`src/rtl/calc_pkg.sv`:
```
// rtl/calc_pkg.sv - shared state encoding, status codes and widths for the calc sequencer
package calc_pkg;

    typedef enum logic [1:0] {
        S_LOAD  = 2'd0,
        S_START = 2'd1,
        S_WAIT  = 2'd2,
        S_SHOW  = 2'd3
    } calc_state_t;

    localparam logic [1:0] ERR_OK      = 2'b00;
    localparam logic [1:0] ERR_TIMEOUT = 2'b11;

    localparam int WORD_W = 16;
    localparam int OPER_W = 32;

endpackage

```
`src/rtl/timeout_counter.sv`:
```
// rtl/timeout_counter.sv - cycle counter that flags the last allowed WAIT cycle
module timeout_counter #(
    parameter int TIMEOUT_CYC = 1024
) (
    input  logic clk,
    input  logic rst_n,
    input  logic clear,
    input  logic enable,
    output logic expired
);

    localparam int CW = (TIMEOUT_CYC > 1) ? $clog2(TIMEOUT_CYC) : 1;

    logic [CW-1:0] count;

    // Count enabled cycles; clear wins so a fresh wait always starts from zero
    always_ff @(posedge clk or negedge rst_n) begin
        if (!rst_n) begin
            count <= '0;
        end else if (clear) begin
            count <= '0;
        end else if (enable) begin
            count <= count + 1'b1;
        end
    end

    // High during the cycle in which the count sits on its final value
    assign expired = (count == CW'(TIMEOUT_CYC - 1));

endmodule

```
`src/rtl/calc_sequencer.sv`:
```
// rtl/calc_sequencer.sv - operand entry, compute handshake and result paging FSM
module calc_sequencer
    import calc_pkg::*;
#(
    parameter int N_PAGES     = 7,
    parameter int TIMEOUT_CYC = 1024
) (
    input  logic        clk,
    input  logic        rst_n,
    input  logic        in_pulse,
    input  logic        nxt_pulse,
    input  logic        clr_pulse,
    input  logic [15:0] data_in,
    input  logic        calc_done,
    input  logic [1:0]  calc_err,
    output logic [31:0] op_a,
    output logic [31:0] op_b,
    output logic        start,
    output logic        ready,
    output logic [1:0]  word_idx,
    output logic [2:0]  page,
    output logic        show,
    output logic [1:0]  err_out
);

    calc_state_t state, state_n;
    logic [1:0]  word_idx_n;
    logic [31:0] op_a_n, op_b_n;
    logic [2:0]  page_n;
    logic [1:0]  err_n;
    logic        tmo_clear, tmo_enable, tmo_expired;

    // The counter restarts on entry to WAIT and on a clear, and only runs while waiting for done
    assign tmo_clear  = clr_pulse || (state == S_START);
    assign tmo_enable = (state == S_WAIT) && !calc_done;

    timeout_counter #(
        .TIMEOUT_CYC(TIMEOUT_CYC)
    ) u_timeout (
        .clk    (clk),
        .rst_n  (rst_n),
        .clear  (tmo_clear),
        .enable (tmo_enable),
        .expired(tmo_expired)
    );

    // Next-state and next-value logic; clear overrides every state
    always_comb begin
        state_n    = state;
        word_idx_n = word_idx;
        op_a_n     = op_a;
        op_b_n     = op_b;
        page_n     = page;
        err_n      = err_out;

        if (clr_pulse) begin
            state_n    = S_LOAD;
            word_idx_n = 2'd0;
            op_a_n     = '0;
            op_b_n     = '0;
            page_n     = 3'd0;
            err_n      = ERR_OK;
        end else begin
            case (state)
                S_LOAD: begin
                    if (in_pulse) begin
                        case (word_idx)
                            2'd0:    op_a_n[31:16] = data_in;
                            2'd1:    op_a_n[15:0]  = data_in;
                            2'd2:    op_b_n[31:16] = data_in;
                            default: op_b_n[15:0]  = data_in;
                        endcase
                        word_idx_n = word_idx + 2'd1;
                        if (word_idx == 2'd3) begin
                            state_n = S_START;
                        end
                    end
                end
                S_START: begin
                    state_n = S_WAIT;
                end
                S_WAIT: begin
                    if (calc_done) begin
                        err_n   = calc_err;
                        page_n  = 3'd0;
                        state_n = S_SHOW;
                    end else if (tmo_expired) begin
                        err_n   = ERR_TIMEOUT;
                        page_n  = 3'd0;
                        state_n = S_SHOW;
                    end
                end
                default: begin
                    if (nxt_pulse) begin
                        page_n = (page == 3'(N_PAGES - 1)) ? 3'd0 : page + 3'd1;
                    end
                end
            endcase
        end
    end

    // State, data and flag registers; flags are decoded from the next state so every output is a flop
    always_ff @(posedge clk or negedge rst_n) begin
        if (!rst_n) begin
            state    <= S_LOAD;
            word_idx <= 2'd0;
            op_a     <= '0;
            op_b     <= '0;
            page     <= 3'd0;
            err_out  <= ERR_OK;
            start    <= 1'b0;
            ready    <= 1'b1;
            show     <= 1'b0;
        end else begin
            state    <= state_n;
            word_idx <= word_idx_n;
            op_a     <= op_a_n;
            op_b     <= op_b_n;
            page     <= page_n;
            err_out  <= err_n;
            start    <= (state_n == S_START);
            ready    <= (state_n == S_LOAD);
            show     <= (state_n == S_SHOW);
        end
    end

endmodule

```
`config.mk`:
```
export PLATFORM = sky130hd
export DESIGN_NAME = calc_sequencer
export DESIGN_NICKNAME = d
export VERILOG_FILES = /design/src/rtl/calc_pkg.sv /design/src/rtl/timeout_counter.sv /design/src/rtl/calc_sequencer.sv
export SDC_FILE = /design/constraint.sdc
export NUM_CORES = 1
export LEC_CHECK = 0
export BUFFER_PORTS_ARGS = -buffer_cell sky130_fd_sc_hd__buf_2
export CELL_PAD_IN_SITES_DETAIL_PLACEMENT = 0
export CELL_PAD_IN_SITES_GLOBAL_PLACEMENT = 1
export CORE_ASPECT_RATIO = 1.1
export CORE_UTILIZATION = 39
export DETAILED_ROUTE_END_ITERATION = 6
export PLACE_DENSITY_LB_ADDON = 0.1
export SLEW_MARGIN = 10
export SYNTH_ARGS = -nofsm -noshare
export SYNTH_HDL_FRONTEND = slang
export SYNTH_SLANG_ARGS = --single-unit
```
`constraint.sdc`:
```
create_clock -name clk -period 2.1 [get_ports clk]
set_input_delay 0.315 -clock clk [delete_from_list [all_inputs] [get_ports clk]]
set_output_delay 0.315 -clock clk [all_outputs]
set_load 0.02 [all_outputs]
```
### Word-level counts from Yosys, hierarchy flattened

Index checks and enable logic that the tools add are counted.
Widths: inputs -> output; s select.

| word-level totals | value |
|---|---|
| register bits | 86 |
| output and inout bits | 74 |

| cells by class | value |
|---|---|
| add/subtract/negate cells | 3 |
| eq/ne operators | 12 |
| muxes and demuxes | 31 |
| reductions and logical operators | 24 |

Operators with widths:

| kind | number |
|---|---|
| $mux 32 | 6 |
| $mux 16 | 4 |
| $mux 2 | 12 |
| $mux 10 | 2 |
| $mux 3 | 5 |
| $reduce_and 3->1 | 5 |
| $reduce_bool 2->1 | 7 |
| $add 10x1->10 const B | 1 |
| $eq 10x10->1 const B | 1 |
| $eq 2x2->1 const B | 4 |
| $eq 2x1->1 const B | 3 |
| $logic_not 2->1 | 3 |
| $pmux 2 s3 | 1 |
| $pmux 3 s2 | 1 |
| $reduce_bool 3->1 | 2 |
| $ne 2x1->1 const B | 2 |
| $ne 4x4->1 const B | 1 |
| $reduce_and 2->1 | 2 |
| $add 3x1->3 const B | 1 |
| $eq 3x3->1 const B | 1 |
| $reduce_or 3->1 | 1 |
| $add 2x1->2 const B | 1 |
| $reduce_or 2->1 | 1 |
| $logic_and 1x1->1 | 1 |
| 2 further kinds | 2 |

### Depth between registers and ports, before layout

Gate-level depths: netlist (run 1).

| logic depth | value |
|---|---|
| word-level depth | 6 |
| mapped depth | 7 |
| mapped depth without buffers | 6 |

### Hierarchy

Synthesis (run 1) repeated with hierarchy kept, for this count alone.

| second synthesis, totals | value |
|---|---|
| cell total of the unflattened synthesis | 408 |
| area, all modules | 3759.9 µm² |

Modules (own cells, without submodules):

| module | times used | cells each | area each (µm²) |
|---|---|---|---|
| calc_sequencer | 1 | 359 | 3255.6 |
| timeout_counter | 1 | 49 | 504.2 |

### Worst setup path before layout (run 1)

Ideal clock, no wire load.

| path | value |
|---|---|
| path type | reg2reg |
| from | reg state[0] |
| to | reg start |
| library setup time | 0.120 ns |
| arrival | 1.771 ns |
| data required time | 1.980 ns |
| path slack | 0.209 ns |
| stages on the path, launching flop included | 8 |
| path buffers | 1 |
| clock period less this slack | 1.891 ns |
| cells stage by stage | dfrtp_1 -> inv_1 -> ha_1 -> and3_1 -> buf_6 -> or4_1 -> o211a_1 -> and3_1 |

| between the ends | value |
|---|---|
| longest elaborated chain between the ends | 5 |
| elaborated cells on any way between the ends | 10 |
| those cells by class | eq/ne: 3; mux: 6; reduce/logical: 1 |

RTL lines:

| item | line | source |
|---|---|---|
| start: declaration | calc_sequencer.sv:26 | `calc_state_t state, state_n;` |
| start signal: assignment | calc_sequencer.sv:115 | `state <= state_n;` |
| $mux 2 (on tied branches) | calc_sequencer.sv:87, calc_sequencer.sv:74 |  |
| $mux 2 (on tied branches) | calc_sequencer.sv:83, calc_sequencer.sv:66 |  |
| $pmux 2 s3 (*) | calc_sequencer.sv:64 | `case (state)` |
| $mux 2 (*) | calc_sequencer.sv:56 | `if (clr_pulse) begin` |
| net state_n[0] | calc_sequencer.sv:26 |  |
| $eq 2x1->1 (*) | calc_sequencer.sv:121 | `start <= (state_n == S_START);` |
| end signal: assignment | calc_sequencer.sv:121 |  |
| end: declaration | calc_sequencer.sv:18 | `output logic start,` |

Mark *: on every way through the listed nets, which the timed path passes. The rest lies on a longest branch.
A chain may end at the register's enable or synchronous reset.

### Worst setup path in the final report (run 1)

| path | value |
|---|---|
| from | reg state[0] |
| to | reg show |

| between the ends | value |
|---|---|
| longest elaborated chain between the ends | 5 |
| elaborated cells on any way between the ends | 10 |
| those cells by class | eq/ne: 3; mux: 6; reduce/logical: 1 |

RTL lines:

| item | line | source |
|---|---|---|
| $mux 2 (on tied branches) | calc_sequencer.sv:87, calc_sequencer.sv:74 |  |
| $mux 2 (on tied branches) | calc_sequencer.sv:83, calc_sequencer.sv:66 |  |
| $pmux 2 s3 (*) | calc_sequencer.sv:64 |  |
| $mux 2 (*) | calc_sequencer.sv:56 |  |
| net state_n[0] | calc_sequencer.sv:26 |  |
| $eq 2x2->1 (*) | calc_sequencer.sv:123 | `show <= (state_n == S_SHOW);` |
| end signal: assignment | calc_sequencer.sv:123 |  |
| end: declaration | calc_sequencer.sv:22 | `output logic show,` |

Marked as above.

==> qor.yml, run 1 <==
status:
  outcome: "finished, final reports clean"
timing:
  tns_ps: 0
  rsz0062_at_grt: "false"
  finalHoldViolations: 0
  slew_violations: 0
  period_needed_ps: 1858
  fin_crit_sh: 0.8849
  fmax_mhz: 538.2
  max_slew_margin: 0.6742
  skew_ps: 7.112
  worstMarginPinSlew_ps: 476.5
  finalSetupViolCount: 0
  layout_setup_ws_ps: 241.8
global_route:
  met2_usage: 0.3107
  grt.met3_usage: 0.04148
  grt_busiest_layer: "met2"
  antenna_found_initial: 0
  grt_pass1_wl_microns: 15380
  grt_max_degree: 49
  use_met1: 0.2854
  grt-ovfl-total: 0
  grt_pass1_vias: 3007
  grt_usage: 0.2024
routing:
  drcViolationCount: 0
  vias_per_cell: 5.005
  wl_per_cell_microns: 14.94
  first_pass_iters: 4
  via_count: 3163
  wl_microns: 9445
  initialDrtViolationCount: 140
  antenna_left: 0
clock_network:
  clk_path_buf_depth: 2
  cts_buffers: 9
  htree_levels: 3
  insertion_delay_ps: 350
  cts_tree: "yes"
  root_buffer: "clkbuf_8"
  clk_pin_slew_ps: 90
  clock-sinks: 86
pwr:
  leakagePower_nw: 2.295
  p_int_mw: 2.915
  p_sw_frac: 0.3360
  power.density_nw_per_um2: 949.3
  combPwrFrac: 0.266
  p_total_mw: 4.390
  seq_power_share: 0.438
  switching_power_mw: 1.475
  vdd_drop_max_v: 0.0005399
  clock_power_share: 0.297
yosys:
  ys_warn_count: 0
  synth_seq_cells: 86
  synthCells: 410
  synthDistinctLibCells: 36
  synth_fp_nets: 443
  synth_edf_count: 0
  synth_area_sq_um: 3731
  synth_flop_cell: "dfrtp_1"
  synth-async-reset-ratio: 1.000
  synth_area_per_cell_sq_um: 9.100
  ys_seq_area_frac: 0.5771
die:
  die_area_sq_um: 9963
  row_count: 37
  die_y_microns: 104.6
  ios: 98
  coreArea_sq_um: 9305
  start_util: 0.4010
  chipWidth_microns: 95.26
placed_design:
  hpwl_microns: 6545
  place_congestion: 0.8957
  portBuffers: 97
  post-place-ws_ps: 260.6
setup_path:
  worst_setup_path_start_kind: "register"
  r2r-start: "state[0]"
  startpoint: "state[0]"
  path_max_fanout: 5
  crit_path_end_kind: "register"
  worstSetupEndpoint: "show"
  crit_arrival_ps: 2080
  r2r_end: "show"
  worstRegToRegCells: 6
  required_ps: 2320
  reg2reg_slack_ps: 240
  worstSetupPathType: "reg2reg"
cells_and_area:
  multi_input_area_sq_um: 1451
  nFillCells: 903
  diodes: 0
  fin_nets: 543
  area_growth_pct: 23.94
  seq_area_sq_um: 2153
  drive_gt1_frac: 0.2505
flow_run:
  maxCapViolCount: 0
worst_hold_path:
  hold_path_class: "in2reg"
-- power by group through the flow --
stage | registers (mW) | logic, mW | clock network (mW)
finish | 1.92 | 1.17 | 1.30
global route | 1.94 | 1.30 | 1.40
CTS | 1.92 | 1.18 | 1.34
detailed placement | 1.95 | 1.18 | 0
global placement | 1.95 | 1.17 | 0
floorplan | 2.13 | 0.558 | 0
-- state kept, by name, indices dropped and copies added, names as in the netlist --
signal and flops:
show 1, ready 1, start 1, u_timeout.count 10
page 3, err_out 2, state 2, op_a 32
word_idx 2, op_b 32
-- worst min path at each step --
| stage | start | end | slack [ps] | cells past startpoint |
|---|---|---|---|---|
| after floorplan | rst_n | err_out[0] | 20 | 0 |
| final | data_in[7] | op_b[7] | 230 | 3 |
| after global placement | rst_n | op_b[19] | 210 | 1 |
| after global routing | data_in[12] | op_a[28] | 220 | 3 |
| after detailed placement | rst_n | op_b[19] | 220 | 1 |
| after CTS | data_in[5] | op_b[5] | 210 | 3 |
-- synthesized netlist by cell type (all sizes together) (4+ instances only) --
cell      n  area (sq um)
a21oi    72         360.4
and3      6         37.54
clkbuf   21         78.83
dfrtp    85          2127
ha        9         112.6
inv       7         26.28
nand2   138         518.0
nand3     8         40.04
nor2     14         52.55
o21a      4         30.03
o21ai     4         20.02
xnor2     6         52.55
-- placed cells by master, fill, tap and decap left out, drive strengths merged, types with 4 or more instances in the layout --
master,n
o21a,4
inv,7
dfrtp,85
a21oi,72
xnor2,6
nand2,138
buf,112
ha,9
and3,6
nor2,14
clkbuf,11
o21ai,4
nand3,8
-- critical path: stages (launching register included) --
cell and delay [ps]:
dfrtp_1 430, inv_1 110, ha_1 210, and3_1 190
or4_1 410, o211a_1 260, a21boi_0 130
-- kinds of logic after synthesis --
group / count (synthesis) / synth area share
adders and majority gates: 9 / 0.03018
DFF: 86 / 0.5771
AOI/OAI and AO/OA: 94 / 0.1392
buffers and inverters: 31 / 0.03387
xor gates and xnor gates: 8 / 0.01878
and+or+nand+nor: 182 / 0.2009
-- metrics by stage --
stage,area (sq um),utilization,hold slack [ps],std cells
4_1_cts,4624,0.4970,214.4,632
5_1_grt,4624,0.4970,221.0,632
3_3_place_gp,4390,0.4718,214.6,615
3_5_place_dp,4390,0.4718,215.5,615
6_report,4624,0.4970,227.4,632
2_1_floorplan,3731,-,19.41,410
-- cell type report --
cell class                      count  share of cell area
Clock inverter                      5             0.01786
Sequential cell                    86              0.4656
Timing Repair Buffer              113              0.1347
Inverter                            7            0.005682
Clock buffer                       11             0.03057
Multi-Input combinational cell    293              0.3139
Tap cell                          117             0.03166
-- routing by layer --
| metal | share of wire | wire [microns] |
|---|---|---|
| met2 | 0.48 | 4543 |
| met4 | 0.012 | 113 |
| met1 | 0.45 | 4238 |
| met5 | 0 | 0 |
| met3 | 0.058 | 550 |
-- repair_timing --
item | 4_1_cts | 5_1_grt
resized for setup | 0 | 0
setup buffers | 0 | 0
hold endpoints to repair | 18 | 0
hold buffers | 1 | 0
Power figures use the tool's default switching activity.
==> run 2: changes to the inputs <==
Settings changed: MAX_ROUTING_LAYER from default to met4.
==> run 2 against run 1 <==
Net effect:
- via count rose by 0.38%
- flip-flop and latch count stayed put
- count of clock-buffer cells in the layout unchanged
- sequential power about the same
- worst setup slack better by 2.7 ps
- clock skew shrank 0.55 ps
- clock power barely moved
- cell count did not move
- first-iteration DRC count is 13% higher
- critical path depth did not move
- sequential share of layout area did not move
- fmax increased by 0.14%
- largest cell class unchanged
- largest power group unchanged
- highest routed layer unchanged
==> qor.yml, run 2 (synthesis gave the netlist of run 1 again) <==
cells_and_area:
  utilization: 0.4970
  fin_nets: 543
  final_common_cell: "nand2_1"
  final_cells: 632
  diodes: 0
  largestRegisters: "op_a x32, op_b x32, u_timeout.count x10"
  nFillCells: 903
  area_growth_pct: 23.94
  layout_common_cells: "nand2_1 (138), buf_2 (96), dfrtp_1 (85), a21oi_1 (72), buf_4 (15)"
  drive_gt1_frac: 0.2505
  design_area_sq_um: 4624
setup_path:
  required_ps: 2320
  crit_arrival_ps: 2070
  reg2reg_slack_ps: 240
  path_max_fanout: 5
  worstSetupPathType: "reg2reg"
  crit_path_end_kind: "register"
  worst_setup_path_start_kind: "register"
placed_design:
  post-place-ws_ps: 260.6
  portBuffers: 97
  place_congestion: 0.9108
  dp_cells: 615
  hpwl_microns: 6545
  placed_area_sq_um: 4390
routing:
  drcViolationCount: 0
  initialDrtViolationCount: 158
  via_count: 3175
  antenna_left: 0
  drt-met1-wl_microns: 4210
  first_pass_iters: 4
  wl_met3_microns: 546
  highest_layer: "met4"
  wl_per_cell_microns: 14.89
  route.met2.wl_microns: 4536
  vias_per_cell: 5.024
  wl_microns: 9411
flow_run:
  maxCapViolCount: 0
timing:
  fin_crit_sh: 0.8836
  finalSetupViolCount: 0
  whs_ps: 233.0
  max_slew_margin: 0.6706
  fmax_mhz: 538.9
  tns_ps: 0
  worstMarginPinSlew_ps: 481.7
  rsz0062_at_grt: "false"
  slew_violations: 0
  period_needed_ps: 1856
  finalHoldViolations: 0
  skew_ps: 6.562
  layout_setup_ws_ps: 244.5
clock_network:
  cts_buffers: 9
  clk_path_buf_depth: 2
  insertion_delay_ps: 350
  clk_pin_slew_ps: 90
  clock-sinks: 86
  root_buffer: "clkbuf_8"
  htree_levels: 3
  cts_tree: "yes"
pwr:
  power.density_nw_per_um2: 947.7
  leakagePower_nw: 2.295
  vdd_drop_max_v: 0.0005394
  p_total_mw: 4.383
global_route:
  grt-ovfl-total: 0
  grt_max_degree: 49
  grt_pass1_wl_microns: 15390
  grt_usage: 0.2070
  grt_pass1_vias: 2986
  antenna_found_initial: 0
die:
  die_y_microns: 104.6
  die_area_sq_um: 9963
  chipWidth_microns: 95.26
  row_count: 37
  start_util: 0.4010
  ios: 98
  coreArea_sq_um: 9305
worst_hold_path:
  hold_path_class: "in2reg"
status:
  outcome: "finished, final reports clean"
[run 2: area by class of cell]
cell class / count / area (sq um) / share of cell area
Inverter: 7 / 26.28 / 0.005682
Multi-Input combinational cell: 293 / 1451 / 0.3139
Clock inverter: 5 / 82.58 / 0.01786
Clock buffer: 11 / 141.4 / 0.03057
Sequential cell: 86 / 2153 / 0.4656
Tap cell: 117 / 146.4 / 0.03166
Timing Repair Buffer: 113 / 623.1 / 0.1347
[run 2: worst paths after layout]
path	startpoint	endpoint	depth (start not counted)
setup reg to reg	state[0]	show	6
hold reg to reg	err_out[0]	err_out[0]	1
hold / removal	data_in[7]	op_b[7]	3
setup / recovery	state[0]	show	6
min in group asynchronous	rst_n	op_b[17]	2
max in group asynchronous	rst_n	ready	3
[run 2: report_power, final]
| group | total (mW) | internal, mW | switching (mW) |
|---|---|---|---|
| sequential | 1.92 | 1.82 | 0.103 |
| combinational | 1.16 | 0.392 | 0.772 |
| clock | 1.30 | 0.706 | 0.592 |
| total | 4.38 | 2.91 | 1.47 |
[run 2: metal layers]
layer  vias to the layer above  track usage
li1                       1555            -
met2                        96       0.3133
met4                         0      0.06818
met3                        11      0.03275
met5                         -            -
met1                      1513       0.2826
[run 2: worst max-delay path, stage by stage (launching register included)]
cell and delay [ps]:
dfrtp_1 420, inv_1 110, ha_1 210, and3_1 190, or4_1 410, o211a_1 260, a21boi_0 130
[run 2: timing repair]
item	4_1_cts	5_1_grt
gates resized for setup	0	0
setup buffers	0	0
hold buffers	1	0
hold endpoints to repair	18	0
==> run 3: changes to the inputs <==
--- a/config.mk
+++ b/config.mk
@@ -11,3 +11,4 @@
 export CORE_ASPECT_RATIO = 1.1
-export CORE_UTILIZATION = 39
+export CORE_UTILIZATION = 40
+export CTS_BUF_LIST = sky130_fd_sc_hd__clkbuf_2 sky130_fd_sc_hd__clkbuf_4 sky130_fd_sc_hd__clkbuf_8
 export DETAILED_ROUTE_END_ITERATION = 6
==> constraint.sdc (replaced) <==
create_clock -name clk -period 2.1 [get_ports clk]
set_input_delay 0.42 -clock clk [delete_from_list [all_inputs] [get_ports clk]]
set_output_delay 0.42 -clock clk [all_outputs]
set_load 0.02 [all_outputs]
==> run 3 against run 2 <==
Net effect:
- core utilization increased by 1.2 points
- register-to-register slack lost 50 ps
- worst hold slack got worse by 160 ps
- worst setup slack worse by 50 ps
- critical path depth unchanged
- flip-flop and latch count did not move
- combinational power about the same
- first-iteration DRC count rose by 16%
- clock power is 11% lower
- sequential power is essentially flat
- count of clock-buffer cells in the layout up 1
- critical endpoint is now op_b[31]
- largest cell class unchanged
- highest routed layer unchanged
==> qor.yml, run 3 (synthesis gave the netlist of run 1 again) <==
status:
  outcome: "finished, final reports clean"
die:
  die_y_microns: 103.3
  coreArea_sq_um: 8964
  chipWidth_microns: 94.09
  row_count: 36
  ios: 98
  die_area_sq_um: 9719
  start_util: 0.4162
routing:
  drt-met1-wl_microns: 4439
  wl_per_cell_microns: 15.20
  highest_layer: "met4"
  first_pass_iters: 4
  antenna_left: 0
  initialDrtViolationCount: 183
  route.met2.wl_microns: 4383
  drcViolationCount: 0
  vias_per_cell: 5.074
  wl_met3_microns: 514
  wl_microns: 9498
  via_count: 3171
timing:
  finalSetupViolCount: 0
  finalHoldViolations: 0
  fmax_mhz: 524.9
  slew_violations: 0
  fin_crit_sh: 0.9072
  tns_ps: 0
  period_needed_ps: 1905
  skew_ps: 6.807
  rsz0062_at_grt: "false"
  layout_setup_ws_ps: 194.8
  worstMarginPinSlew_ps: 684.5
  whs_ps: 75.66
  max_slew_margin: 0.5437
global_route:
  grt_max_degree: 87
  grt-ovfl-total: 0
  grt_pass1_vias: 2939
  grt_usage: 0.2122
  grt_pass1_wl_microns: 14920
  antenna_found_initial: 0
clock_network:
  post_cts_resized: 0
  post_cts_buffers: 0
  clock-sinks: 86
  root_buffer: "clkbuf_8"
  clk_pin_slew_ps: 80
  insertion_delay_ps: 360
  clk_path_buf_depth: 2
  htree_levels: 3
  cts_hold_buf: 0
  cts_tree: "yes"
  cts_buffers: 9
cells_and_area:
  design_area_sq_um: 4558
  nFillCells: 890
  final_common_cell: "nand2_1"
  largestRegisters: "op_a x32, op_b x32, u_timeout.count x10"
  drive_gt1_frac: 0.2485
  fin_nets: 539
  layout_common_cells: "nand2_1 (138), buf_2 (96), dfrtp_1 (85), a21oi_1 (72), nor2_1 (14)"
  diodes: 0
  utilization: 0.5085
  area_growth_pct: 22.17
pwr:
  seq_power_share: 0.456
  switching_power_mw: 1.447
  combPwrFrac: 0.270
  power.density_nw_per_um2: 927.5
  leakagePower_nw: 2.263
  clock_power_share: 0.274
  p_sw_frac: 0.3422
  p_int_mw: 2.781
  vdd_drop_max_v: 0.0004355
setup_path:
  r2r_end: "op_b[31]"
  reg2reg_slack_ps: 190
  crit_path_end_kind: "register"
  r2r-start: "state[0]"
  path_max_fanout: 16
  worstSetupPathType: "reg2reg"
  worst_setup_path_start_kind: "register"
  required_ps: 2380
  crit_arrival_ps: 2190
  worstRegToRegCells: 6
placed_design:
  place_congestion: 0.7920
  hpwl_microns: 6508
  post-place-ws_ps: 213.8
  portBuffers: 97
  placed_area_sq_um: 4364
worst_hold_path:
  hold_path_class: "in2async"
flow_run:
  maxCapViolCount: 0
==> run 3: changes by cell type in the layout (fill, tap and decap cells not counted) <==
cell	previous run	this run
buf_4	15	12
clkbuf_4	0	3
clkinv_4	2	0
bufinv_16	2	1
clkbuf_1	1	0
clkbuf_8	10	9
clkinv_2	1	2
clkinvlp_4	0	1
dlygate4sd3_1	1	0
==> run 3: power groups by stage <==
stage | clock [mW] | combinational (mW) | sequential, mW
floorplan | 0 | 0.558 | 2.13
finish | 1.16 | 1.14 | 1.93
CTS | 1.20 | 1.16 | 1.93
global route | 1.27 | 1.28 | 1.95
detailed placement | 0 | 1.16 | 1.96
global placement | 0 | 1.14 | 1.96
==> run 3: stage by stage <==
step | power (mW) | instances
after floorplan | 2.683 | 410
after global placement | 3.097 | 609
after detailed placement | 3.118 | 609
after CTS | 4.286 | 625
after global routing | 4.493 | 625
final | 4.227 | 625
==> run 3: worst max-delay path, stage by stage, from the launching register on <==
cell and delay, ps:
dfrtp_1 430, inv_1 130, ha_1 170, buf_4 190
and3_1 620, nand2_1 140, a21oi_1 150
==> run 3: per-layer routing <==
layer  vias to the layer above  track usage
met5                         -            -
met4                         0      0.09586
met3                        13      0.02997
met2                       104       0.3285
met1                      1508       0.2782
li1                       1546            -
==> run 3: how the worst max path moves through the flow <==
stage	depth (start not counted)	slack (ps)	end	start
floorplan	7	210	start	state[0]
global placement	7	320	page[0]	state[0]
detailed placement	6	210	op_b[31]	state[0]
CTS	6	200	op_b[31]	state[0]
global route	6	30	op_b[27]	state[0]
finish	6	190	op_b[31]	state[0]
==> run 3: area by class of cell <==
cell class	instances	area, sq um	area share
Multi-Input combinational cell	293	1451	0.3184
Clock inverter	4	47.55	0.01043
Tap cell	114	142.6	0.03129
Timing Repair Buffer	109	590.6	0.1296
Clock buffer	12	146.4	0.03212
Inverter	7	26.28	0.005764
Sequential cell	86	2153	0.4724
